--- src/rtl/everloop_frame_ctrl_if.sv ---
// rtl/everloop_frame_ctrl_if.sv - host/driver bus bundle for the everloop frame controller
//
// Purpose: groups the host write/fill/commit controls, the LED driver read
//          port and the status outputs of everloop_frame_ctrl.
// Ports (signals):
//   wr_en, wr_addr, wr_data   host byte write into the back bank
//   fill_req, fill_data       host request to fill the whole back bank
//   commit                    host request to swap banks at next frame boundary
//   drv_addr, drv_data        driver read port on the front bank
//   wr_ack, rej               accept / reject pulses for last-cycle host events
//   busy, commit_pending      fill in progress / swap waiting for boundary
//   frame_swapped, frame_cnt  swap pulse / driver frame boundary counter
// Modports: master = host + driver side, slave = controller side.
interface everloop_frame_ctrl_if #(
   parameter int AW = 8,
   parameter int CW = 16
);
   logic          wr_en;
   logic [AW-1:0] wr_addr;
   logic [7:0]    wr_data;
   logic          fill_req;
   logic [7:0]    fill_data;
   logic          commit;
   logic [AW-1:0] drv_addr;
   logic [7:0]    drv_data;
   logic          wr_ack;
   logic          rej;
   logic          busy;
   logic          commit_pending;
   logic          frame_swapped;
   logic [CW-1:0] frame_cnt;

   modport master (
      output wr_en, wr_addr, wr_data, fill_req, fill_data, commit, drv_addr,
      input  drv_data, wr_ack, rej, busy, commit_pending, frame_swapped, frame_cnt
   );

   modport slave (
      input  wr_en, wr_addr, wr_data, fill_req, fill_data, commit, drv_addr,
      output drv_data, wr_ack, rej, busy, commit_pending, frame_swapped, frame_cnt
   );
endinterface

--- src/rtl/everloop_frame_ctrl.sv ---
// rtl/everloop_frame_ctrl.sv - double-buffered LED frame memory controller
//
// Purpose: two banks of N_BYTES LED bytes. The driver reads the front bank,
//          the host writes or fills the back bank; a commit swaps the banks
//          only at the next driver frame boundary so a frame is never torn.
// Ports:
//   clk   system clock
//   rst   synchronous active-high reset (RAM contents are kept)
//   bus   everloop_frame_ctrl_if.slave - host controls, driver read, status
module everloop_frame_ctrl #(
   parameter int N_BYTES = 141,
   parameter int AW      = 8,
   parameter int CW      = 16
) (
   input logic                  clk,
   input logic                  rst,
   everloop_frame_ctrl_if.slave bus
);

   typedef enum logic [1:0] {
      IDLE        = 2'd0,
      FILL        = 2'd1,
      COMMIT_WAIT = 2'd2
   } state_t;

   localparam logic [AW-1:0] END_ADDR  = AW'(N_BYTES);
   localparam logic [AW-1:0] LAST_ADDR = AW'(N_BYTES - 1);

   state_t        state;
   state_t        state_nxt;

   logic [7:0]    bank0 [N_BYTES];
   logic [7:0]    bank1 [N_BYTES];

   logic          front_sel;
   logic [AW-1:0] drv_addr_q;
   logic [AW-1:0] fill_cnt;
   logic [7:0]    fill_data_q;
   logic [7:0]    drv_data;
   logic          wr_ack;
   logic          rej;
   logic          frame_swapped;
   logic [CW-1:0] frame_cnt;

   logic          boundary;
   logic          wr_in_range;
   logic          rd_in_range;
   logic          host_any;
   logic          fill_last;

   logic          busy;
   logic          commit_pending;
   logic          mem_we;
   logic [AW-1:0] mem_waddr;
   logic [7:0]    mem_wdata;
   logic          ack_nxt;
   logic          rej_nxt;
   logic          swap_now;
   logic          fill_start;

   // A frame ends when the driver has stepped one past the last byte and
   // then restarts at 0; a plain jump to 0 from elsewhere is not a boundary.
   assign boundary    = (drv_addr_q == END_ADDR) && (bus.drv_addr == '0);
   assign wr_in_range = bus.wr_addr < END_ADDR;
   assign rd_in_range = bus.drv_addr < END_ADDR;
   assign host_any    = bus.wr_en | bus.fill_req | bus.commit;
   assign fill_last   = fill_cnt == LAST_ADDR;

   // State register
   always_ff @(posedge clk) begin
      if (rst) begin
         state <= IDLE;
      end else begin
         state <= state_nxt;
      end
   end

   // Next-state logic; fill wins over a simultaneous commit
   always_comb begin
      state_nxt = state;
      case (state)
         IDLE: begin
            if (bus.fill_req) begin
               state_nxt = FILL;
            end else if (bus.commit) begin
               state_nxt = COMMIT_WAIT;
            end
         end
         FILL: begin
            if (fill_last) begin
               state_nxt = IDLE;
            end
         end
         COMMIT_WAIT: begin
            if (boundary) begin
               state_nxt = IDLE;
            end
         end
         default: state_nxt = IDLE;
      endcase
   end

   // Output / datapath control decode
   always_comb begin
      busy           = 1'b0;
      commit_pending = 1'b0;
      mem_we         = 1'b0;
      mem_waddr      = bus.wr_addr;
      mem_wdata      = bus.wr_data;
      ack_nxt        = 1'b0;
      rej_nxt        = 1'b0;
      swap_now       = 1'b0;
      fill_start     = 1'b0;
      case (state)
         IDLE: begin
            if (bus.wr_en) begin
               if (wr_in_range) begin
                  mem_we  = 1'b1;
                  ack_nxt = 1'b1;
               end else begin
                  rej_nxt = 1'b1;
               end
            end
            fill_start = bus.fill_req;
            if (bus.fill_req && bus.commit) begin
               rej_nxt = 1'b1;
            end
         end
         FILL: begin
            busy      = 1'b1;
            mem_we    = 1'b1;
            mem_waddr = fill_cnt;
            mem_wdata = fill_data_q;
            rej_nxt   = host_any;
         end
         COMMIT_WAIT: begin
            commit_pending = 1'b1;
            rej_nxt        = host_any;
            swap_now       = boundary;
         end
         default: begin
            busy = 1'b0;
         end
      endcase
   end

   // Back-bank write port; a reset cycle never writes so a reset mid-fill
   // leaves exactly the bytes written before it.
   always_ff @(posedge clk) begin
      if (mem_we && !rst) begin
         if (front_sel) begin
            bank0[mem_waddr] <= mem_wdata;
         end else begin
            bank1[mem_waddr] <= mem_wdata;
         end
      end
   end

   // Front-bank read, frame tracking, bank swap and status pulses. The read
   // in the swap cycle still uses the old front bank.
   always_ff @(posedge clk) begin
      if (rst) begin
         front_sel     <= 1'b0;
         drv_addr_q    <= '0;
         drv_data      <= '0;
         wr_ack        <= 1'b0;
         rej           <= 1'b0;
         frame_swapped <= 1'b0;
         frame_cnt     <= '0;
         fill_cnt      <= '0;
         fill_data_q   <= '0;
      end else begin
         drv_addr_q    <= bus.drv_addr;
         wr_ack        <= ack_nxt;
         rej           <= rej_nxt;
         frame_swapped <= swap_now;
         if (boundary) begin
            frame_cnt <= frame_cnt + 1'b1;
         end
         if (swap_now) begin
            front_sel <= ~front_sel;
         end
         if (fill_start) begin
            fill_cnt    <= '0;
            fill_data_q <= bus.fill_data;
         end else if (busy) begin
            fill_cnt <= fill_cnt + 1'b1;
         end
         if (rd_in_range) begin
            drv_data <= front_sel ? bank1[bus.drv_addr] : bank0[bus.drv_addr];
         end else begin
            drv_data <= '0;
         end
      end
   end

   assign bus.drv_data       = drv_data;
   assign bus.wr_ack         = wr_ack;
   assign bus.rej            = rej;
   assign bus.busy           = busy;
   assign bus.commit_pending = commit_pending;
   assign bus.frame_swapped  = frame_swapped;
   assign bus.frame_cnt      = frame_cnt;

endmodule

--- src/flat_wrapper.sv ---
// flat-port wrapper written by rule: the top's interface ports become plain ports
module everloop_frame_ctrl_flat 
#(
   parameter int N_BYTES = 141,
   parameter int AW      = 8,
   parameter int CW      = 16
)
  (clk, rst, bus_wr_en, bus_wr_addr, bus_wr_data, bus_fill_req, bus_fill_data, bus_commit, bus_drv_addr, bus_drv_data, bus_wr_ack, bus_rej, bus_busy, bus_commit_pending, bus_frame_swapped, bus_frame_cnt);
  everloop_frame_ctrl_if #(.AW(AW), .CW(CW)) bus_i ();
  input logic clk;
  input logic rst;
  input wire logic [$bits(bus_i.wr_en)-1:0] bus_wr_en;
  input wire logic [$bits(bus_i.wr_addr)-1:0] bus_wr_addr;
  input wire logic [$bits(bus_i.wr_data)-1:0] bus_wr_data;
  input wire logic [$bits(bus_i.fill_req)-1:0] bus_fill_req;
  input wire logic [$bits(bus_i.fill_data)-1:0] bus_fill_data;
  input wire logic [$bits(bus_i.commit)-1:0] bus_commit;
  input wire logic [$bits(bus_i.drv_addr)-1:0] bus_drv_addr;
  output wire logic [$bits(bus_i.drv_data)-1:0] bus_drv_data;
  output wire logic [$bits(bus_i.wr_ack)-1:0] bus_wr_ack;
  output wire logic [$bits(bus_i.rej)-1:0] bus_rej;
  output wire logic [$bits(bus_i.busy)-1:0] bus_busy;
  output wire logic [$bits(bus_i.commit_pending)-1:0] bus_commit_pending;
  output wire logic [$bits(bus_i.frame_swapped)-1:0] bus_frame_swapped;
  output wire logic [$bits(bus_i.frame_cnt)-1:0] bus_frame_cnt;
  assign bus_i.wr_en = bus_wr_en;
  assign bus_i.wr_addr = bus_wr_addr;
  assign bus_i.wr_data = bus_wr_data;
  assign bus_i.fill_req = bus_fill_req;
  assign bus_i.fill_data = bus_fill_data;
  assign bus_i.commit = bus_commit;
  assign bus_i.drv_addr = bus_drv_addr;
  assign bus_drv_data = bus_i.drv_data;
  assign bus_wr_ack = bus_i.wr_ack;
  assign bus_rej = bus_i.rej;
  assign bus_busy = bus_i.busy;
  assign bus_commit_pending = bus_i.commit_pending;
  assign bus_frame_swapped = bus_i.frame_swapped;
  assign bus_frame_cnt = bus_i.frame_cnt;
  everloop_frame_ctrl #(.N_BYTES(N_BYTES), .AW(AW), .CW(CW)) u_core (.clk(clk), .rst(rst), .bus(bus_i));
endmodule
--- config.mk ---
export PLATFORM = sky130hd
export DESIGN_NAME = everloop_frame_ctrl_flat
export DESIGN_NICKNAME = d
export VERILOG_FILES = /design/src/rtl/everloop_frame_ctrl_if.sv /design/src/rtl/everloop_frame_ctrl.sv /design/src/flat_wrapper.sv
export SDC_FILE = /design/constraint.sdc
export NUM_CORES = 2
export LEC_CHECK = 0
export CAP_MARGIN = 20
export CORE_UTILIZATION = 51
export DETAILED_ROUTE_END_ITERATION = 6
export MAX_ROUTING_LAYER = met4
export PLACE_DENSITY = 0.79
export REMOVE_ABC_BUFFERS = 1
export SYNTH_ARGS = -nofsm -noshare
export SYNTH_HDL_FRONTEND = slang
export SYNTH_SLANG_ARGS = --single-unit
--- constraint.sdc ---
create_clock -name clk -period 4 [get_ports clk]
set_input_delay 0.8 -clock clk [delete_from_list [all_inputs] [get_ports clk]]
set_output_delay 0.8 -clock clk [all_outputs]
set_load 0.01 [all_outputs]
==> flow_summary_export.csv <==
group,metric,value,unit
layout,seq_area,0.0688,sq mm
sta,max_slew_margin,0.250,
drt,drtIter0Drc,8121,
power,total_power,51.3,mW
floorplan,start_util,0.515,
floorplan,num_rows,154,
sta,fmax,265,MHz
clock_network,clk_pin_slew,0.07,ns
power,p_leak,34.8,nW
run_status,outcome,"finished, final reports clean",
layout,fill_cells,11543,
floorplan,dieArea,0.180,sq mm
setup_path,crit_arrival,2.98,ns
drt,drc,0,
sta,hold_ws,0.451,ns
drt,drtAntennaViolNets,0,
floorplan,die_x,425,um
drt,dr.pass1.iters,6,
layout,multi_input_area,0.0202,sq mm
yosys,yosysSeqAreaShare,0.756,
power,power_density,484,mW/mm^2
layout,final_core_utilization,0.599,
clock_network,clock_latency,0.87,ns
floorplan,die_y,425,um
place,dp_hpwl,155000,um
sta,report.final.slew_viol_count,0,
yosys,synth_cell_types,90,
drt,vias,50036,
clock_network,holdBufCountCts,0,
clock_network,cts_resized,0,
setup_path,cp_max_fo,23,
sta,setup_tns,0,ns
layout,layout-drive-gt1-share,0.297,
global_route,grt_max_degree,138,
place,port_buffers,65,
layout,area_delta_synth_final,16.2,%
clock_network,clock-sinks,2310,
sta,finalClockSkew,0.0516,ns
yosys,yosysWarningCount,0,
yosys,synth_edf_count,2256,
place,gp_congestion,0.944,
yosys,ys_ff_latch,2310,
floorplan,core-area,0.177,sq mm
clock_network,cts_buffers,213,
drt,post_drt_wl_per_cell,32.8,um
yosys,avgSynthCellArea,20.8,sq um
setup_path,critical_path_class,"reg2out",
setup_path,cp.required,3.20,ns
sta,period_share,0.945,
sta,min_period,3.78,ns
clock_network,clk_path_buf_depth,3,
global_route,grt_overflow,0,
drt,drt-total-wl,251000,um
yosys,syn_area,0.0911,sq mm
global_route,grt_first_pass_wirelength,356000,um
clock_network,post_cts_buffers,0,
min_path,hold_class,"in2reg",
yosys,yosys.area.top_type,"edfxtp_1",
place,dpl_cell_area,0.0989,sq mm
setup_path,end_kind,"primary output",
layout,final_area,0.106,sq mm
clock_network,cts-root-buf,"clkbuf_16",
global_route,antenna_found_initial,16,
global_route,grt_pass1_vias,50064,
sta,hold_violations,0,
yosys,synth_top_flop_cell,"edfxtp_1",
power,peakVddDrop,0.467,mV
yosys,synthCells,4373,
clock_network,cts.htree.levels,4,
floorplan,num_io_pins,66,
global_route,grt_usage,0.287,
setup_path,cp-start-kind,"flop",
yosys,synth_common_cells,"edfxtp_1, mux4_2, nor2_1",
yosys,synth_area_leaders,"edfxtp_1, mux4_2, mux2i_1, mux4_1, nor2_1",
yosys,synth_top_area_frac,0.744,
clock_network,cts_tree,"done",
sta,setup_viol,0,
drt,vias_per_cell,6.55,
layout,layout.nets,5139,
yosys,async_flop_share,0,
run,maxCapViolCount,0,
yosys,yosysMostFrequentCell,"edfxtp_1",
sta,tightest_slew,1.12,ns
sta,rsz0062_at_grt,"false",
[state kept, by name (all words and copies together), names as in the netlist, 2 cells and up]
signal and flops:
u_core.fill_data_q 8, u_core.bus.drv_data 8, u_core.drv_addr_q 8, u_core.bus.frame_cnt 16
u_core.state 2, u_core.bank0 1128, u_core.bank1 1128, u_core.fill_cnt 8
[worst max-delay path: stages, from the launching register on]
cell and delay, ns:
dfxtp_1 0.36, inv_1 0.11, ha_2 0.49, buf_4 0.29
buf_4 0.28, clkdlybuf4s50_1 0.58
[cell type report]
cell class | instances | share of cell area
Tap cell | 2340 | 0.0277
Multi-Input combinational cell | 1780 | 0.191
Clock inverter | 141 | 0.0115
Sequential cell | 2310 | 0.650
Inverter | 26 | 0.000993
Clock buffer | 260 | 0.0532
Antenna cell | 20 | 0.000473
Timing Repair Buffer | 764 | 0.0645
[kinds of logic after synthesis]
kind of cell / count (synthesis) / share of synthesized area
DFF: 2310 / 0.756
muxes: 745 / 0.158
and+or+nand+nor: 629 / 0.0292
AOI/OAI and AO/OA: 382 / 0.0302
buffers and inverters: 283 / 0.0242
xor gates and xnor gates: 17 / 0.00163
adders and majority gates: 7 / 0.000962
[report_power, final]
part | internal, mW | total, mW | switching, mW
Sequential | 27.3 | 27.4 | 0.0295
Clock | 10.9 | 19.9 | 9.02
Combinational | 1.19 | 3.98 | 2.79
Total | 39.4 | 51.3 | 11.8
[cells in the final DEF, fill, tap and decap left out, types with 12 or more instances in the layout]
cell	synthesis	final
edfxtp_1	2256	2256
buf_4	41	625
mux4_2	480	480
nor2_1	367	365
clkbuf_16	0	216
mux2i_1	191	191
nand2_1	148	135
a21oi_1	83	83
buf_12	25	75
clkdlybuf4s50_1	0	57
mux4_1	56	56
dfxtp_1	54	54
clkinv_1	2	47
clkinv_2	0	44
clkbuf_1	67	38
o22ai_1	34	34
o21ai_0	33	33
a22oi_1	28	28
a221oi_1	27	27
inv_1	23	23
nand3_1	23	23
o221ai_1	22	22
a211oi_1	22	22
diode_2	0	20
nand4_1	14	14
nand2_2	0	13
bufinv_16	0	13
nor3_1	12	12
xnor2_1	12	12
clkinvlp_4	0	12
[final timing paths]
check / from / end / slack [ns] / cells past startpoint
hold / removal: rst / u_core.drv_addr_q[3]$_SDFF_PP0_ / 0.45 / 3
setup reg to reg: u_core.state[1]$_SDFFE_PP0P_ / u_core.bank0[47][7]$_DFFE_PP_ / 0.74 / 6
setup / recovery: u_core.state[1]$_SDFFE_PP0P_ / bus_busy / 0.22 / 5
hold reg to reg: u_core.fill_data_q[6]$_SDFFE_PP0P_ / u_core.fill_data_q[6]$_SDFFE_PP0P_ / 0.48 / 2
[stage by stage]
step | worst slack [ns] | std cells
global route | 0.103 | 7639
floorplan | -0.567 | 4116
detailed placement | -0.342 | 7220
CTS | 0.206 | 7621
finish | 0.220 | 7641
global placement | -0.271 | 7220
[routing by layer]
| metal | track usage | wire (um) | part of all wire | vias to the layer above |
|---|---|---|---|---|
| met5 | - | 0 | 0 | - |
| met4 | 0.148 | 15500 | 0.062 | 0 |
| met1 | 0.353 | 84100 | 0.34 | 25328 |
| met2 | 0.437 | 119000 | 0.47 | 4207 |
| met3 | 0.0776 | 32500 | 0.13 | 895 |
| li1 | - | - | - | 19606 |
Power figures use the tool's default switching activity.
